===== src/rtl/fifo_led_sequencer_if.sv =====
`default_nettype none
// ============================================================================
//  Module      : fifo_led_sequencer_if
//  Description : Read-port bundle of a first-word-fall-through FIFO.
//                master = consumer issuing the pop strobe,
//                slave  = FIFO presenting the head word and empty flag.
//  Revision    : 1.0 - initial release
// ============================================================================
interface fifo_led_sequencer_if #(
    parameter int B = 3
);
    logic         empty;
    logic [B-1:0] r_data;
    logic         rd;

    modport master (
        output rd,
        input  empty,
        input  r_data
    );

    modport slave (
        input  rd,
        output empty,
        output r_data
    );
endinterface
`default_nettype wire


===== src/rtl/fifo_led_sequencer.sv =====
`default_nettype none
// ============================================================================
//  Module      : fifo_led_sequencer
//  Description : Paced automatic drain of a FWFT FIFO onto the board LEDs.
//                Each word is popped with a single-cycle rd strobe and held on
//                led_data for HOLD_CYCLES clocks.
//                Optional macro FIFO_SEQ_GAP_EN inserts a blanked gap of
//                GAP_CYCLES clocks between consecutive words.
//  Revision    : 1.0 - initial release
// ============================================================================
module fifo_led_sequencer #(
    parameter int B           = 3,
    parameter int HOLD_CYCLES = 50_000_000,
    parameter int GAP_CYCLES  = 5_000_000,
    parameter int CNT_W       = 8
) (
    input  wire logic             clk,
    input  wire logic             reset,
    input  wire logic             en,
    fifo_led_sequencer_if.master  fifo,
    output logic [B-1:0]          led_data,
    output logic                  led_valid,
    output logic                  busy,
    output logic [CNT_W-1:0]      shown_count
);

    // Dwell counter is sized for the larger of the two loads, so loads never truncate.
    localparam int C_CNT_MAX = (HOLD_CYCLES > GAP_CYCLES) ? HOLD_CYCLES : GAP_CYCLES;
    localparam int C_DW      = $clog2(C_CNT_MAX + 1);

    localparam logic [C_DW-1:0] C_HOLD_LOAD = C_DW'(HOLD_CYCLES - 1);
`ifdef FIFO_SEQ_GAP_EN
    localparam logic [C_DW-1:0] C_GAP_LOAD  = C_DW'(GAP_CYCLES - 1);
`endif

`ifdef FIFO_SEQ_GAP_EN
    typedef enum logic [1:0] {
        ST_IDLE = 2'd0,
        ST_HOLD = 2'd1,
        ST_GAP  = 2'd2
    } state_t;
`else
    typedef enum logic [1:0] {
        ST_IDLE = 2'd0,
        ST_HOLD = 2'd1
    } state_t;
`endif

    state_t            r_state;
    state_t            w_state_n;
    logic [C_DW-1:0]   r_cnt;
    logic [C_DW-1:0]   w_cnt_n;
    logic [B-1:0]      r_led_data;
    logic [B-1:0]      w_led_data_n;
    logic              r_led_valid;
    logic              w_led_valid_n;
    logic [CNT_W-1:0]  r_shown;
    logic [CNT_W-1:0]  w_shown_n;
    logic              w_can_pop;
    logic              w_pop;

    assign w_can_pop = en && !fifo.empty;

    // State and datapath registers; reset wins immediately, dropping any word on display.
    always_ff @(posedge clk or negedge reset) begin
        if (!reset) begin
            r_state     <= ST_IDLE;
            r_cnt       <= '0;
            r_led_data  <= '0;
            r_led_valid <= 1'b0;
            r_shown     <= '0;
        end else begin
            r_state     <= w_state_n;
            r_cnt       <= w_cnt_n;
            r_led_data  <= w_led_data_n;
            r_led_valid <= w_led_valid_n;
            r_shown     <= w_shown_n;
        end
    end

    // Next-state logic: count down the dwell/gap, and pop whenever a period ends with data ready.
    always_comb begin
        w_state_n     = r_state;
        w_cnt_n       = r_cnt;
        w_led_data_n  = r_led_data;
        w_led_valid_n = r_led_valid;
        w_shown_n     = r_shown;
        w_pop         = 1'b0;

        case (r_state)
            ST_IDLE: begin
                w_led_valid_n = 1'b0;
                if (w_can_pop) begin
                    w_pop = 1'b1;
                end
            end

            ST_HOLD: begin
                if (r_cnt != '0) begin
                    w_cnt_n = r_cnt - C_DW'(1);
                end else begin
`ifdef FIFO_SEQ_GAP_EN
                    // Blank the LEDs so repeated equal words are visibly separated.
                    w_state_n     = ST_GAP;
                    w_led_valid_n = 1'b0;
                    w_led_data_n  = '0;
                    w_cnt_n       = C_GAP_LOAD;
`else
                    if (w_can_pop) begin
                        w_pop = 1'b1;
                    end else begin
                        w_state_n     = ST_IDLE;
                        w_led_valid_n = 1'b0;
                    end
`endif
                end
            end

`ifdef FIFO_SEQ_GAP_EN
            ST_GAP: begin
                if (r_cnt != '0) begin
                    w_cnt_n = r_cnt - C_DW'(1);
                end else if (w_can_pop) begin
                    w_pop = 1'b1;
                end else begin
                    w_state_n = ST_IDLE;
                end
            end
`endif

            default: begin
                w_state_n     = ST_IDLE;
                w_led_valid_n = 1'b0;
            end
        endcase

        // A pop latches the FWFT head word and starts a fresh dwell.
        if (w_pop) begin
            w_state_n     = ST_HOLD;
            w_led_data_n  = fifo.r_data;
            w_led_valid_n = 1'b1;
            w_cnt_n       = C_HOLD_LOAD;
            w_shown_n     = r_shown + CNT_W'(1);
        end
    end

    // Pop strobe is suppressed while reset is held so nothing is consumed during reset.
    assign fifo.rd     = w_pop && reset;
    assign led_data    = r_led_data;
    assign led_valid   = r_led_valid;
    assign busy        = (r_state != ST_IDLE);
    assign shown_count = r_shown;

endmodule
`default_nettype wire


===== src/flat_wrapper.sv =====
// flat-port wrapper written by rule: the top's interface ports become plain ports
module fifo_led_sequencer_flat 
#(
    parameter int B           = 3,
    parameter int HOLD_CYCLES = 50_000_000,
    parameter int GAP_CYCLES  = 5_000_000,
    parameter int CNT_W       = 8
)
  (clk, reset, en, led_data, led_valid, busy, shown_count, fifo_rd, fifo_empty, fifo_r_data);
  fifo_led_sequencer_if #(.B(B)) fifo_i ();
  input  wire logic clk;
  input  wire logic reset;
  input  wire logic en;
  output logic [B-1:0] led_data;
  output logic led_valid;
  output logic busy;
  output logic [CNT_W-1:0] shown_count;
  output wire logic [$bits(fifo_i.rd)-1:0] fifo_rd;
  input wire logic [$bits(fifo_i.empty)-1:0] fifo_empty;
  input wire logic [$bits(fifo_i.r_data)-1:0] fifo_r_data;
  assign fifo_rd = fifo_i.rd;
  assign fifo_i.empty = fifo_empty;
  assign fifo_i.r_data = fifo_r_data;
  fifo_led_sequencer #(.B(B), .HOLD_CYCLES(HOLD_CYCLES), .GAP_CYCLES(GAP_CYCLES), .CNT_W(CNT_W)) u_core (.clk(clk), .reset(reset), .en(en), .fifo(fifo_i), .led_data(led_data), .led_valid(led_valid), .busy(busy), .shown_count(shown_count));
endmodule

===== config.mk =====
export PLATFORM = sky130hd
export DESIGN_NAME = fifo_led_sequencer_flat
export DESIGN_NICKNAME = d
export VERILOG_FILES = /design/src/rtl/fifo_led_sequencer_if.sv /design/src/rtl/fifo_led_sequencer.sv /design/src/flat_wrapper.sv
export SDC_FILE = /design/constraint.sdc
export NUM_CORES = 1
export LEC_CHECK = 0
export ABC_AREA = 1
export ABC_CLOCK_PERIOD_IN_PS = 1500
export BUFFER_PORTS_ARGS = -buffer_cell sky130_fd_sc_hd__buf_2
export CORE_MARGIN = 5
export CORE_UTILIZATION = 45
export DETAILED_ROUTE_END_ITERATION = 6
export HOLD_SLACK_MARGIN = 0.08
export PLACE_DENSITY_LB_ADDON = 0.2
export SYNTH_ARGS = -nofsm -noshare
export SYNTH_HDL_FRONTEND = slang
export SYNTH_SLANG_ARGS = --single-unit

===== constraint.sdc =====
create_clock -name clk -period 1.5 [get_ports clk]
set_input_delay 0.075 -clock clk [delete_from_list [all_inputs] [get_ports clk]]
set_output_delay 0.075 -clock clk [all_outputs]
set_load 0.01 [all_outputs]

# Word level (Yosys, flattened, before mapping)
# Index checks and enable logic that the tools add are counted.
# totals
ff_bits	40
inputBits	7
out_inout_bits	14
elab_cells	36
# op_classes
reduce_logical	11
addsub	2
n_mux	14
n_eq_ne	4
# op_table
operator	count
$mux W26	3
$reduce_bool A26 Y1	1
$sub A26 B1 Y26 const B	1
$add A8 B1 Y8 const B	1
$mux W1	6
$mux W2	3
$reduce_bool A2 Y1	3
$pmux W2 S2	1
$reduce_and A2 Y1	2
$ne A3 B2 Y1 const B	1
$ne A3 B3 Y1 const B	1
$reduce_and A3 Y1	1
$eq A2 B1 Y1 const B	1
$logic_and A1 B1 Y1	2
$logic_not A2 Y1	1
$ne A2 B1 Y1 const B	1
$pmux W1 S2	1
$logic_not A1 Y1	1

# Longest topological paths before layout
# logic_depth
ltp_word	7
depth_mapped	13
mapped_depth_nobuf	12

# Worst setup path before layout
# Ideal clock, no wire load.
# synth_path
path_type	flip-flop to flip-flop
startpoint	register u_core.r_cnt[0]
endpoint	register u_core.r_cnt[0]
setup_time_ns	0.126
required_time_ns	1.374
period_less_slack_ns	1.606
arrival_time_ns	1.480
setup_slack_ns	-0.106
stages_incl_launch_ff	14
cell_sequence	dfrtp_1 -> inv_1 -> ha_1 -> inv_1 -> nor2_1 -> nand3_1 -> nor2_1 -> nand3_2 -> nand2_4 -> buf_6 -> nand2_4 -> buf_6 -> nand2_1 -> o21ai_1
# synth_via
elab_chain_cells	5
# synth_rtl
element	line_no	source
start: declaration	fifo_led_sequencer.sv:51	logic [C_DW-1:0] r_cnt;
start signal: assignment	fifo_led_sequencer.sv:74	r_cnt <= w_cnt_n;
parallel branches: the longest is 5 deep, another holds $sub A26 B1 Y26	-	
# Several ways; the timed one is not identified. The select of a mux whose other input is x is not followed.
# A chain may end at the register's enable or synchronous reset.

# Final worst setup path
# layout_path
startpoint	register u_core.r_cnt[1]
endpoint	output fifo_rd
# layout_via
elab_chain_cells	4
# layout_rtl
element	line_no	source
$reduce_bool A26 Y1	fifo_led_sequencer.sv:99	if (r_cnt != '0) begin
$mux W1	fifo_led_sequencer.sv:99	
$pmux W1 S2	fifo_led_sequencer.sv:90	case (r_state)
$logic_and A1 B1 Y1	fifo_led_sequencer.sv:148	assign fifo.rd = w_pop && reset;
end: declaration	flat_wrapper.sv:18	output wire logic [$bits(fifo_i.rd)-1:0] fifo_rd;
# No other way between the ends.

==> results.txt <==
The number of port buffers came out at 20. In the layout the commonest cells are 116 x sky130_fd_sc_hd__nand2_1, 58 x sky130_fd_sc_hd__buf_4, 39 x sky130_fd_sc_hd__dfrtp_1. The number of maximum-capacitance constraint violations is 0. Summed over all instances, the cell type with the most area after synthesis is sky130_fd_sc_hd__dfrtp_1. The worst ir drop on vdd is 0.0003644 V. The endpoint identified for the worst register-to-register timing path is u_core.shown_count[4]. Routability-driven placement finished with a final weighted congestion of 0.8772. For the final routed database, the setup TNS stands at -9600 ps. The worst-case reg-to-reg path depth came out at 14.

The cell count of the worst hold path is 6. The register-to-register path setup slack came out at -320 ps. The finished cells cover 3422 µm².

The maximum frequency from static timing analysis came out at 549.8 MHz. The part of the total power dissipated in the clock network is 0.394. Counting the buffers created by CTS gives 5. The routed layout has 2507 vias. The TritonCTS sink count came out at 39. The largest individual stage delay along the critical path comes from the cell sky130_fd_sc_hd__dfrtp_1.

In this run the clock root is driven by a sky130_fd_sc_hd__clkbuf_8. The power share of the combinational group came out at 0.030. The area fraction in compound gates after synthesis is 0.02335. The CTS tree is done. Yosys attributes the largest share of cell area to sky130_fd_sc_hd__dfrtp_1 40%, sky130_fd_sc_hd__nand2_1 18%, sky130_fd_sc_hd__nand3_1 8.3%. The number of remaining DRC errors is 0. The initial cell density of the core came out at 0.4560. The clock period minus final worst setup slack came out at 1819 ps. The element type at the critical path end is an output port. The count of buffer and inverter cells on the critical path is 4. The distinct cell type count of the synthesized netlist is 24. The die outline height came out at 84.01 µm. Yosys printed 0 warnings. The final wirelength is 6667 µm. The largest single stage delay on the critical path is 390 ps.

The slew at the pin closest to its max-slew limit is 654.8 ps. In this run the standard cell core region covers 5405 µm². The critical path in this run is classified as reg2out. The number of hold-slack violations in the final timing report is 0. The total instance count after detailed placement came out at 488. The buffer levels on the longest clock path came out at 2. The maximum fanout along the worst path came out at 2. The count of state elements after synthesis is 39.

In the final routed layout, each cell accounts on average for 13.02 µm. For this block, the initial DRC count from the detailed router was 90. The post-route worst setup slack came out at -318.9 ps. The checks that failed: setup timing.

The cell-internal power is 0.001394 W. Of the total synthesized cell area, the portion taken by AND, OR, NAND and NOR gates is 0.4244. The share of synthesized area spent on multiplexers came out at 0. The static power due to leakage came out at 1.834 nW. Among cell families on the critical path, the largest total delay comes from simple AND/OR/NAND/NOR gates. The clock skew is 5.748 ps. In the routed layout, each cell is associated on average with a via count of 4.896.

The first-pass iteration count of the detailed router came out at 4. The register clock-pin slew on the reported worst setup and hold paths came out at 80 ps. The via count of the first global-routing pass is 2449. Of the total power, the share spent switching nets is 0.2360.

The final-stage net count came out at 449. Once layout is complete, the utilization of the core stands at 0.6331. The source of the worst hold timing path is fifo_empty. The count of nets left with antenna violations once routing finished came out at 0.

The end point of the most critical hold path is u_core.led_valid. The share of post-route cells with drive strength above 1 is 0.3068. Once detailed placement completed, the half-perimeter wirelength came to 4779 µm.

Clock latency on the worst-skew pair, taken at its later pin, is 300 ps. The area taken by multi-input logic gates came out at 1343 µm². STA classifies the critical path startpoint as a register. The synthesized netlist occupies a cell area of 2465 µm². The number of antenna violations at the first check in global routing is 0. Summed over all nets, the switching power comes to 0.0004306 W. Setup repair after global routing could not meet its margin everywhere. The library cell used most frequently in the layout, excluding fill and tap cells, is sky130_fd_sc_hd__nand2_1.

After synthesis, the largest family of logic cells by area is simple AND/OR/NAND/NOR gates. Walking the worst path, the cells encountered are inv_2 > ha_4 > inv_2 > nor2_2 > nand3_1 > nor2_1 > nand3_2 > nand2_4 > nand2_4 > buf_6 > nor2_2 > buf_2. Once layout is complete, the cells apart from fillers number 512.

The horizontal die dimension is 84.01 µm. The number of filler cells placed in the layout is 493. The pin count of the biggest net entering global routing is 26. The xor/xnor share of the synthesized area came out at 0.04619. Synthesis produced 349 cells. The number of ports placed on the die boundary is 21. The area share of fa/ha/maj cells after synthesis is 0.01523. Across every metal layer, demand over resource in global routing totals 0.1976. The H-tree depth reported by CTS is 2. The post-synthesis to final-layout area growth is 38.83%.

Data on the critical path arrives at its endpoint at 1740 ps. The data required time of the worst path came out at 1420 ps. The power density over cell area came out at 533.3 nW/µm².

Measured against its own limit, the worst slew margin works out to 0.5635. After floorplanning, the core was divided into 27 placement rows. For this run, the register share of the synthesized area comes to 0.3959. The startpoint identified for the worst register-to-register timing path is u_core.r_cnt[1]. The average footprint of a synthesized cell came out at 7.063 µm².

Summing all flip-flop and latch instances after layout gives 975.9 µm². Once placement finished, the instance area stood at 3005 µm². The count of pins over their slew limit is 0. The tightest min-delay check is of the in2reg type.

The share of the synthesized area in the top cell type came out at 0.3959. The net count after synthesis is 359. The global-route congestion overflow total is 0. The first-pass GRT wire length came out at 11280 µm. The die covers 7058 µm². The post-route clock period utilization is 1.213. Setup violations remaining at the end of the flow were counted as 39. Tracing the worst setup path back leads to its startpoint at u_core.r_cnt[1]. The part of the power in registers is 0.575. The number of antenna diodes in the final layout is 0.

The run finished, with violations left.
## cell type report
class                      count  area share
clock buffer                   6     0.02121
clock inverter                 2    0.003656
inverter                      41     0.04753
multi-input combinational    259      0.3923
sequential                    39      0.2852
tap                           72     0.02633
timing repair buffer          93      0.2238
## timing repair
item,CTS,global route
hold endpoints to repair,17,0
setup endpoints to repair,39,54
pin swaps,2,7
gates resized for setup,17,22
gates cloned,0,3
setup buffers,6,3
hold buffers,5,0
## power by group through the flow
stage	combinational [W]	sequential (W)	clock, W
floorplan	0.00000749	0.00107	0
global placement	0.0000439	0.00107	0
detailed placement	0.0000446	0.00107	0
CTS	0.0000554	0.00105	0.000741
global route	0.0000624	0.00105	0.000794
finish	0.0000550	0.00105	0.000720
## kinds of logic (layout without fill, tap and decap cells)
family | Yosys count | count (layout)
adder cells (fa/ha/maj) | 3 | 3
AND/OR/NAND/NOR | 233 | 233
XOR/XNOR | 13 | 13
flip-flops | 39 | 39
AO/OA/AOI/OAI | 10 | 10
buffers and inverters | 51 | 142
## metrics by stage
stage                     setup slack, ps  power [W]  hold slack (ps)
after floorplan                    -44.14   0.001079           -220.6
after global placement             -140.7   0.001115            27.70
after detailed placement           -164.1   0.001116            27.03
after CTS                          -355.3   0.001846            303.0
after global routing               -425.3   0.001907            330.2
final                              -318.9   0.001825            311.0
## per-layer routing
metal  GRT usage  vias up  wire length [µm]
met4     0.03947        0                72
met5           0        -                 0
met3     0.03554        8               286
met2      0.3406       54              3199
li1            -     1272                 -
met1      0.2597     1173              3108
## worst max-delay path by stage
| stage | to | slack, ps | depth (start not counted) |
|---|---|---|---|
| 6_report | fifo_rd | -320 | 12 |
| 2_1_floorplan | u_core.r_cnt[0] | -40 | 13 |
| 3_3_place_gp | u_core.shown_count[3] | -140 | 12 |
| 5_1_grt | fifo_rd | -430 | 12 |
| 3_5_place_dp | u_core.shown_count[3] | -160 | 12 |
| 4_1_cts | fifo_rd | -360 | 12 |
## sequential cells by signal, summed over array words and instances (netlist names)
signal / count
u_core.r_cnt: 26
u_core.shown_count: 8
u_core.led_data: 3
u_core.led_valid: 1
u_core.r_state: 1
## synth_stat cells (all sizes together)
| library cell | count |
|---|---|
| nand2 | 124 |
| nor2 | 50 |
| nand3 | 42 |
| inv | 41 |
| dfrtp | 39 |
| nand4 | 12 |
| o21ai | 10 |
| buf | 9 |
| xor2 | 8 |
| xnor2 | 5 |
| ha | 3 |
| nand3b | 3 |
| clkbuf | 1 |
| nor3 | 1 |
| nor3b | 1 |
## worst reg2reg max path, delay by kind of cell (launching register included)
kind | cells | cell delay (ps)
and+or+nand+nor | 7 | 560
buffers and inverters | 5 | 540
DFF | 1 | 390
adders and majority gates | 1 | 130
AOI/OAI and AO/OA | 1 | 100
(Power assumes the default switching activity.)
